==> config.mk <==
export PLATFORM = sky130hd
export DESIGN_NAME = apb_requester_arbiter
export DESIGN_NICKNAME = d
export VERILOG_FILES = /design/src/rtl/apb_pkg.sv /design/src/rtl/apb_rr_arbiter.sv /design/src/rtl/apb_requester_arbiter.sv
export SDC_FILE = /design/constraint.sdc
export NUM_CORES = 1
export LEC_CHECK = 0
export CORE_AREA = 10 10 156 158
export CTS_CLUSTER_SIZE = 28
export DETAILED_ROUTE_END_ITERATION = 8
export DIE_AREA = 0 0 166 168
export PLACE_DENSITY = 0.8
export SETUP_SLACK_MARGIN = 0.3
export SYNTH_ARGS = -nofsm -noshare
export SYNTH_HDL_FRONTEND = slang
export SYNTH_SLANG_ARGS = --single-unit
==> constraint.sdc <==
create_clock -name PCLK -period 2.7 [get_ports PCLK]
set_input_delay 0.81 -clock PCLK [delete_from_list [all_inputs] [get_ports PCLK]]
set_output_delay 0.81 -clock PCLK [all_outputs]
set_load 0.005 [all_outputs]
==> src/rtl/apb_pkg.sv <==
// Shared definitions for the APB requester: FSM encoding and strobe width derivation.
package apb_pkg;

  typedef enum logic [1:0] {
    IDLE   = 2'b00,
    SETUP  = 2'b01,
    ACCESS = 2'b10
  } apb_state_e;

  function automatic int strb_width(input int data_width);
    return data_width / 8;
  endfunction

endpackage

==> src/rtl/apb_rr_arbiter.sv <==
// Combinational round-robin pick: first set request at or after ptr, wrapping.
module apb_rr_arbiter #(
  parameter int N = 4,
  localparam int IdxW = (N > 1) ? $clog2(N) : 1
) (
  input  logic [N-1:0]    req,
  input  logic [IdxW-1:0] ptr,
  output logic [N-1:0]    grant,
  output logic [IdxW-1:0] idx,
  output logic            valid
);

  int pos;

  // Scan from the farthest offset down so the nearest request to ptr wins last.
  always_comb begin
    grant = '0;
    idx   = '0;
    valid = 1'b0;
    pos   = 0;
    for (int k = N - 1; k >= 0; k--) begin
      pos = int'(ptr) + k;
      if (pos >= N) pos = pos - N;
      if (req[pos]) begin
        idx   = IdxW'(pos);
        valid = 1'b1;
      end
    end
    if (valid) grant = N'(1) << idx;
  end

endmodule

==> src/rtl/apb_requester_arbiter.sv <==
// APB requester shared by NumReq local masters: round-robin capture, SETUP/ACCESS
// sequencing, wait-state timeout abort and per-requester completion pulses.
module apb_requester_arbiter
  import apb_pkg::*;
#(
  parameter int NumReq        = 4,
  parameter int DataWidth     = 32,
  parameter int AddrWidth     = 32,
  parameter int TimeoutCycles = 16,
  localparam int StrbWidth    = strb_width(DataWidth)
) (
  input  logic                          PCLK,
  input  logic                          PRESETn,
  input  logic [NumReq-1:0]             Req,
  input  logic [NumReq-1:0]             ReqWrite,
  input  logic [NumReq*AddrWidth-1:0]   ReqAddr,
  input  logic [NumReq*DataWidth-1:0]   ReqWData,
  input  logic [NumReq*StrbWidth-1:0]   ReqStrb,
  output logic [NumReq-1:0]             Grant,
  output logic [NumReq-1:0]             Done,
  output logic [DataWidth-1:0]          RespData,
  output logic                          RespErr,
  output logic                          PSEL,
  output logic                          PENABLE,
  output logic                          PWRITE,
  output logic [AddrWidth-1:0]          PADDR,
  output logic [DataWidth-1:0]          PWDATA,
  output logic [StrbWidth-1:0]          PSTRB,
  input  logic [DataWidth-1:0]          PRDATA,
  input  logic                          PREADY,
  input  logic                          PSLVERR
);

  localparam int IdxW = (NumReq > 1) ? $clog2(NumReq) : 1;
  localparam int CntW = $clog2(TimeoutCycles);

  logic [AddrWidth-1:0] req_addr  [NumReq];
  logic [DataWidth-1:0] req_wdata [NumReq];
  logic [StrbWidth-1:0] req_strb  [NumReq];

  for (genvar gi = 0; gi < NumReq; gi++) begin : g_unpack
    assign req_addr[gi]  = ReqAddr[gi*AddrWidth +: AddrWidth];
    assign req_wdata[gi] = ReqWData[gi*DataWidth +: DataWidth];
    assign req_strb[gi]  = ReqStrb[gi*StrbWidth +: StrbWidth];
  end

  apb_state_e           state_reg, state_next;
  logic [IdxW-1:0]      ptr_reg, ptr_next;
  logic [CntW-1:0]      cnt_reg, cnt_next;
  logic [NumReq-1:0]    grant_next, done_next;
  logic [DataWidth-1:0] resp_data_next;
  logic                 resp_err_next;
  logic                 psel_next, penable_next, pwrite_next;
  logic [AddrWidth-1:0] paddr_next;
  logic [DataWidth-1:0] pwdata_next;
  logic [StrbWidth-1:0] pstrb_next;
  logic                 finish;

  logic [NumReq-1:0]    win_grant;
  logic [IdxW-1:0]      win_idx;
  logic                 win_valid;

  apb_rr_arbiter #(.N(NumReq)) u_arb (
    .req   (Req),
    .ptr   (ptr_reg),
    .grant (win_grant),
    .idx   (win_idx),
    .valid (win_valid)
  );

  always_ff @(posedge PCLK or negedge PRESETn) begin
    if (!PRESETn) begin
      state_reg <= IDLE;
      ptr_reg   <= '0;
      cnt_reg   <= '0;
      Grant     <= '0;
      Done      <= '0;
      RespData  <= '0;
      RespErr   <= 1'b0;
      PSEL      <= 1'b0;
      PENABLE   <= 1'b0;
      PWRITE    <= 1'b0;
      PADDR     <= '0;
      PWDATA    <= '0;
      PSTRB     <= '0;
    end else begin
      state_reg <= state_next;
      ptr_reg   <= ptr_next;
      cnt_reg   <= cnt_next;
      Grant     <= grant_next;
      Done      <= done_next;
      RespData  <= resp_data_next;
      RespErr   <= resp_err_next;
      PSEL      <= psel_next;
      PENABLE   <= penable_next;
      PWRITE    <= pwrite_next;
      PADDR     <= paddr_next;
      PWDATA    <= pwdata_next;
      PSTRB     <= pstrb_next;
    end
  end

  always_comb begin
    state_next     = state_reg;
    ptr_next       = ptr_reg;
    cnt_next       = cnt_reg;
    grant_next     = Grant;
    done_next      = '0;
    resp_data_next = RespData;
    resp_err_next  = RespErr;
    psel_next      = PSEL;
    penable_next   = PENABLE;
    pwrite_next    = PWRITE;
    paddr_next     = PADDR;
    pwdata_next    = PWDATA;
    pstrb_next     = PSTRB;
    finish         = 1'b0;

    case (state_reg)
      IDLE: begin
        if (win_valid) begin
          grant_next   = win_grant;
          ptr_next     = (win_idx == IdxW'(NumReq - 1)) ? '0 : win_idx + IdxW'(1);
          pwrite_next  = ReqWrite[win_idx];
          paddr_next   = req_addr[win_idx];
          pwdata_next  = req_wdata[win_idx];
          pstrb_next   = ReqWrite[win_idx] ? req_strb[win_idx] : '0;
          psel_next    = 1'b1;
          penable_next = 1'b0;
          cnt_next     = '0;
          state_next   = SETUP;
        end
      end
      SETUP: begin
        penable_next = 1'b1;
        state_next   = ACCESS;
      end
      ACCESS: begin
        // PREADY is checked first so a response on the timeout cycle completes normally.
        if (PREADY) begin
          if (!PWRITE) resp_data_next = PRDATA;
          resp_err_next = PSLVERR;
          finish        = 1'b1;
        end else if (cnt_reg == CntW'(TimeoutCycles - 1)) begin
          resp_err_next = 1'b1;
          finish        = 1'b1;
        end else begin
          cnt_next = cnt_reg + CntW'(1);
        end
      end
      default: state_next = IDLE;
    endcase

    if (finish) begin
      done_next    = Grant;
      grant_next   = '0;
      psel_next    = 1'b0;
      penable_next = 1'b0;
      cnt_next     = '0;
      state_next   = IDLE;
    end
  end

endmodule

==> run_results.csv <==
group,metric,value,unit
setup_path,crit_fanout,14,
synthesis,syn-cell-area,6500,µm²
placement,hpwlAfterDp,22900,µm
setup_path,crit_path_start_kind,"input pin",
synthesis,synth_commonest_cells,"nand2_1, dfrtp_1, a21oi_1",
cts,ctsHtreeMaxLevel,4,
sta,rsz0062_at_grt,"false",
global_routing,grt_pass1_vias,7764,
global_routing,overflow,0,
placement,place.gp.congestion,0.893,
detailed_routing,drt_first_iter_violations,510,
setup_path,crit_type,"in -> reg",
cts,clockBufferDepth,2,
detailed_routing,drt-total-wl,29800,µm
synthesis,synth_seq_cells,120,
setup_path,end_kind,"register",
die,chipWidth,166,µm
global_routing,grtUsageTotal,0.201,
setup_path,r2r_setup_slack,560,ps
global_routing,grt_pass1_wl,44900,µm
placement,post_dp_cell_area,11300,µm²
detailed_routing,vias_per_cell,4.95,
sta,slew_violations,0,
setup_path,worstPathRequired,2970,ps
global_routing,grt_max_degree,73,
synthesis,ys_async_sr_fraction,1.00,
sta,finalSetupViolations,0,
sta,finClkSkew,9.47,ps
layout,drive_gt1_frac,0.105,
die,start_util,0.303,
cts,cts_tree,"done",
sta,slew_headroom,0.538,
synthesis,synth_cell_types,44,
sta,fmaxAchievable,0.439,GHz
detailed_routing,ant_nets,0,
synthesis,yosysMostFrequentCell,"nand2_1",
die,dieArea,27900,µm²
synthesis,yosysTopAreaCellShare,0.462,
synthesis,syn_nets,1068,
synthesis,yosysWarnings,0,
power,peakVddDrop,0.562,mV
detailed_routing,remaining_drc_errors,0,
sta,layout_worst_path_cycle_share,0.843,
placement,dp_slack,-284,ps
synthesis,synth_flop_cell,"dfrtp_1",
power,p_per_area,982,nW/µm²
synthesis,synth_edf_count,0,
hold_path,min_path_type,"in -> async",
cts,cts.sinks,120,
die,ioPinCount,428,
sta,holdWs,235,ps
run_status,status,"finished clean",
job,cap_viol_max_count,0,
layout,layout.nets,1506,
layout,final_util,0.561,
synthesis,synthTopCellsByArea,"dfrtp_1, nand2_1, a221o_1, mux2_2, a21oi_1",
sta,layout_min_cycle_time,2280,ps
detailed_routing,drt_first_pass_iters,5,
cts,clk_latency,410,ps
synthesis,avgSynthCellArea,8.70,µm²
sta,hold_viol,0,
layout,reg_top3,"PADDR x32, PWDATA x32, RespData x32",
synthesis,netlist_instances,747,
synthesis,ys_seq_area_frac,0.462,
setup_path,critPathArrivalTime,2550,ps
cts,clk_pin_slew_worst_paths,70,ps
sta,setup_slack,423,ps
sta,setup_tns,0,ps
detailed_routing,wl_per_cell,20.2,µm
placement,placement.io_buffers,427,
layout,final_area,12000,µm²
sta,worst_slew_pin_slew,693,ps
die,core_area,21400,µm²
power,leakage,5.29,nW
layout,area_delta_synth_final,84.9,%
die,rows,54,
die,dieHeight,168,µm
global_routing,antenna_found_initial,0,
cts,cts_buffers,17,
cts,root_buffer,"clkbuf_16",
synthesis,yosysTopAreaCell,"dfrtp_1",
layout,diodes,0,
detailed_routing,vias,7315,
-- what timing repair did --
action / CTS / global route
endpoints found under the setup margin: 69 / 0
endpoints found under the hold margin: 0 / 0
hold buffers: 0 / 0
setup buffers: 0 / 0
gates resized for setup: 10 / 0
-- critical path, stage by stage --
cell	delay, ps
dlygate4sd2_1	270
mux2_1	310
o221a_4	350
buf_12	180
o2111a_2	180
a222oi_1	320
o21ai_1	130
-- cells in the final DEF (no fill, tap or decap), types with 3 or more instances in the layout --
| cell | netlist | routed |
|---|---|---|
| mux2_2 | 32 | 32 |
| and2_1 | 4 | 4 |
| a21oi_1 | 66 | 65 |
| mux2i_1 | 5 | 5 |
| o21ai_1 | 5 | 5 |
| inv_4 | 2 | 3 |
| dlygate4sd2_1 | 0 | 4 |
| a222oi_1 | 4 | 4 |
| o21ai_0 | 9 | 9 |
| nand2_1 | 338 | 338 |
| dfrtp_1 | 120 | 120 |
| nor2_1 | 4 | 3 |
| clkinv_4 | 0 | 4 |
| a221o_1 | 64 | 64 |
| buf_4 | 10 | 28 |
| bufbuf_16 | 0 | 3 |
| clkbuf_16 | 0 | 17 |
| inv_1 | 5 | 5 |
| inv_6 | 0 | 3 |
| buf_12 | 0 | 13 |
| clkdlybuf4s50_1 | 0 | 422 |
| ha_1 | 5 | 5 |
-- per-layer routing --
layer	share of wire	wire length (µm)	GRT usage	vias to the layer above
met5	0	0	0	-
met4	0.035	1030	0.0874	0
met3	0.092	2730	0.0724	49
met2	0.49	14500	0.342	384
met1	0.39	11500	0.223	3418
li1	-	-	-	3464
-- through the flow --
step	total power, mW	instances
after global placement	9.17	1443
after detailed placement	9.34	1443
after floorplan	5.98	747
after CTS	11.9	1478
after global routing	12.5	1478
final	11.8	1478
-- path summary, 6_finish.rpt --
kind | start | endpoint | cells past startpoint
min in group PCLK | RespData[0]$_DFFE_PN0P_ | RespData[0]$_DFFE_PN0P_ | 1
worst max-delay path | Req[1] | PSTRB[3]$_DFFE_PN0P_ | 7
max in group asynchronous | PRESETn | PWDATA[10]$_DFFE_PN0P_ | 2
worst min-delay path | PRESETn | PADDR[14]$_DFFE_PN0P_ | 1
worst max register to register | ptr_reg[1]$_DFFE_PN0P_ | PSTRB[3]$_DFFE_PN0P_ | 6
worst min register to register | RespData[0]$_DFFE_PN0P_ | RespData[0]$_DFFE_PN0P_ | 1
-- power by group --
part | switching [mW] | total (mW) | leakage (nW) | internal, mW
Sequential | 0.518 | 3.15 | 1.49 | 2.63
Clock | 0.918 | 2.30 | 0.288 | 1.38
Combinational | 2.80 | 6.35 | 3.51 | 3.54
Total | 4.24 | 11.8 | 5.29 | 7.56
-- kinds of logic (layout without fill, tap and decap cells) --
kind of cell,count (synthesis),in the layout,synth area share
buffers and inverters,61,512,0.0535
AO/OA/AOI/OAI,159,159,0.185
XOR/XNOR,2,2,0.00270
adder cells (fa/ha/maj),5,5,0.00962
flip-flops,120,120,0.462
multiplexers,38,38,0.0649
AND/OR/NAND/NOR,362,362,0.222
-- area by class of cell --
| type | count | area [µm²] |
|---|---|---|
| Clock buffer | 17 | 425 |
| Clock inverter | 15 | 169 |
| Tap cell | 280 | 350 |
| Timing Repair Buffer | 472 | 4870 |
| Fill cell | 1895 | 9400 |
| Inverter | 8 | 37.5 |
| Multi-Input combinational cell | 566 | 3170 |
| Sequential cell | 120 | 3000 |
Power figures use the tool's default switching activity.
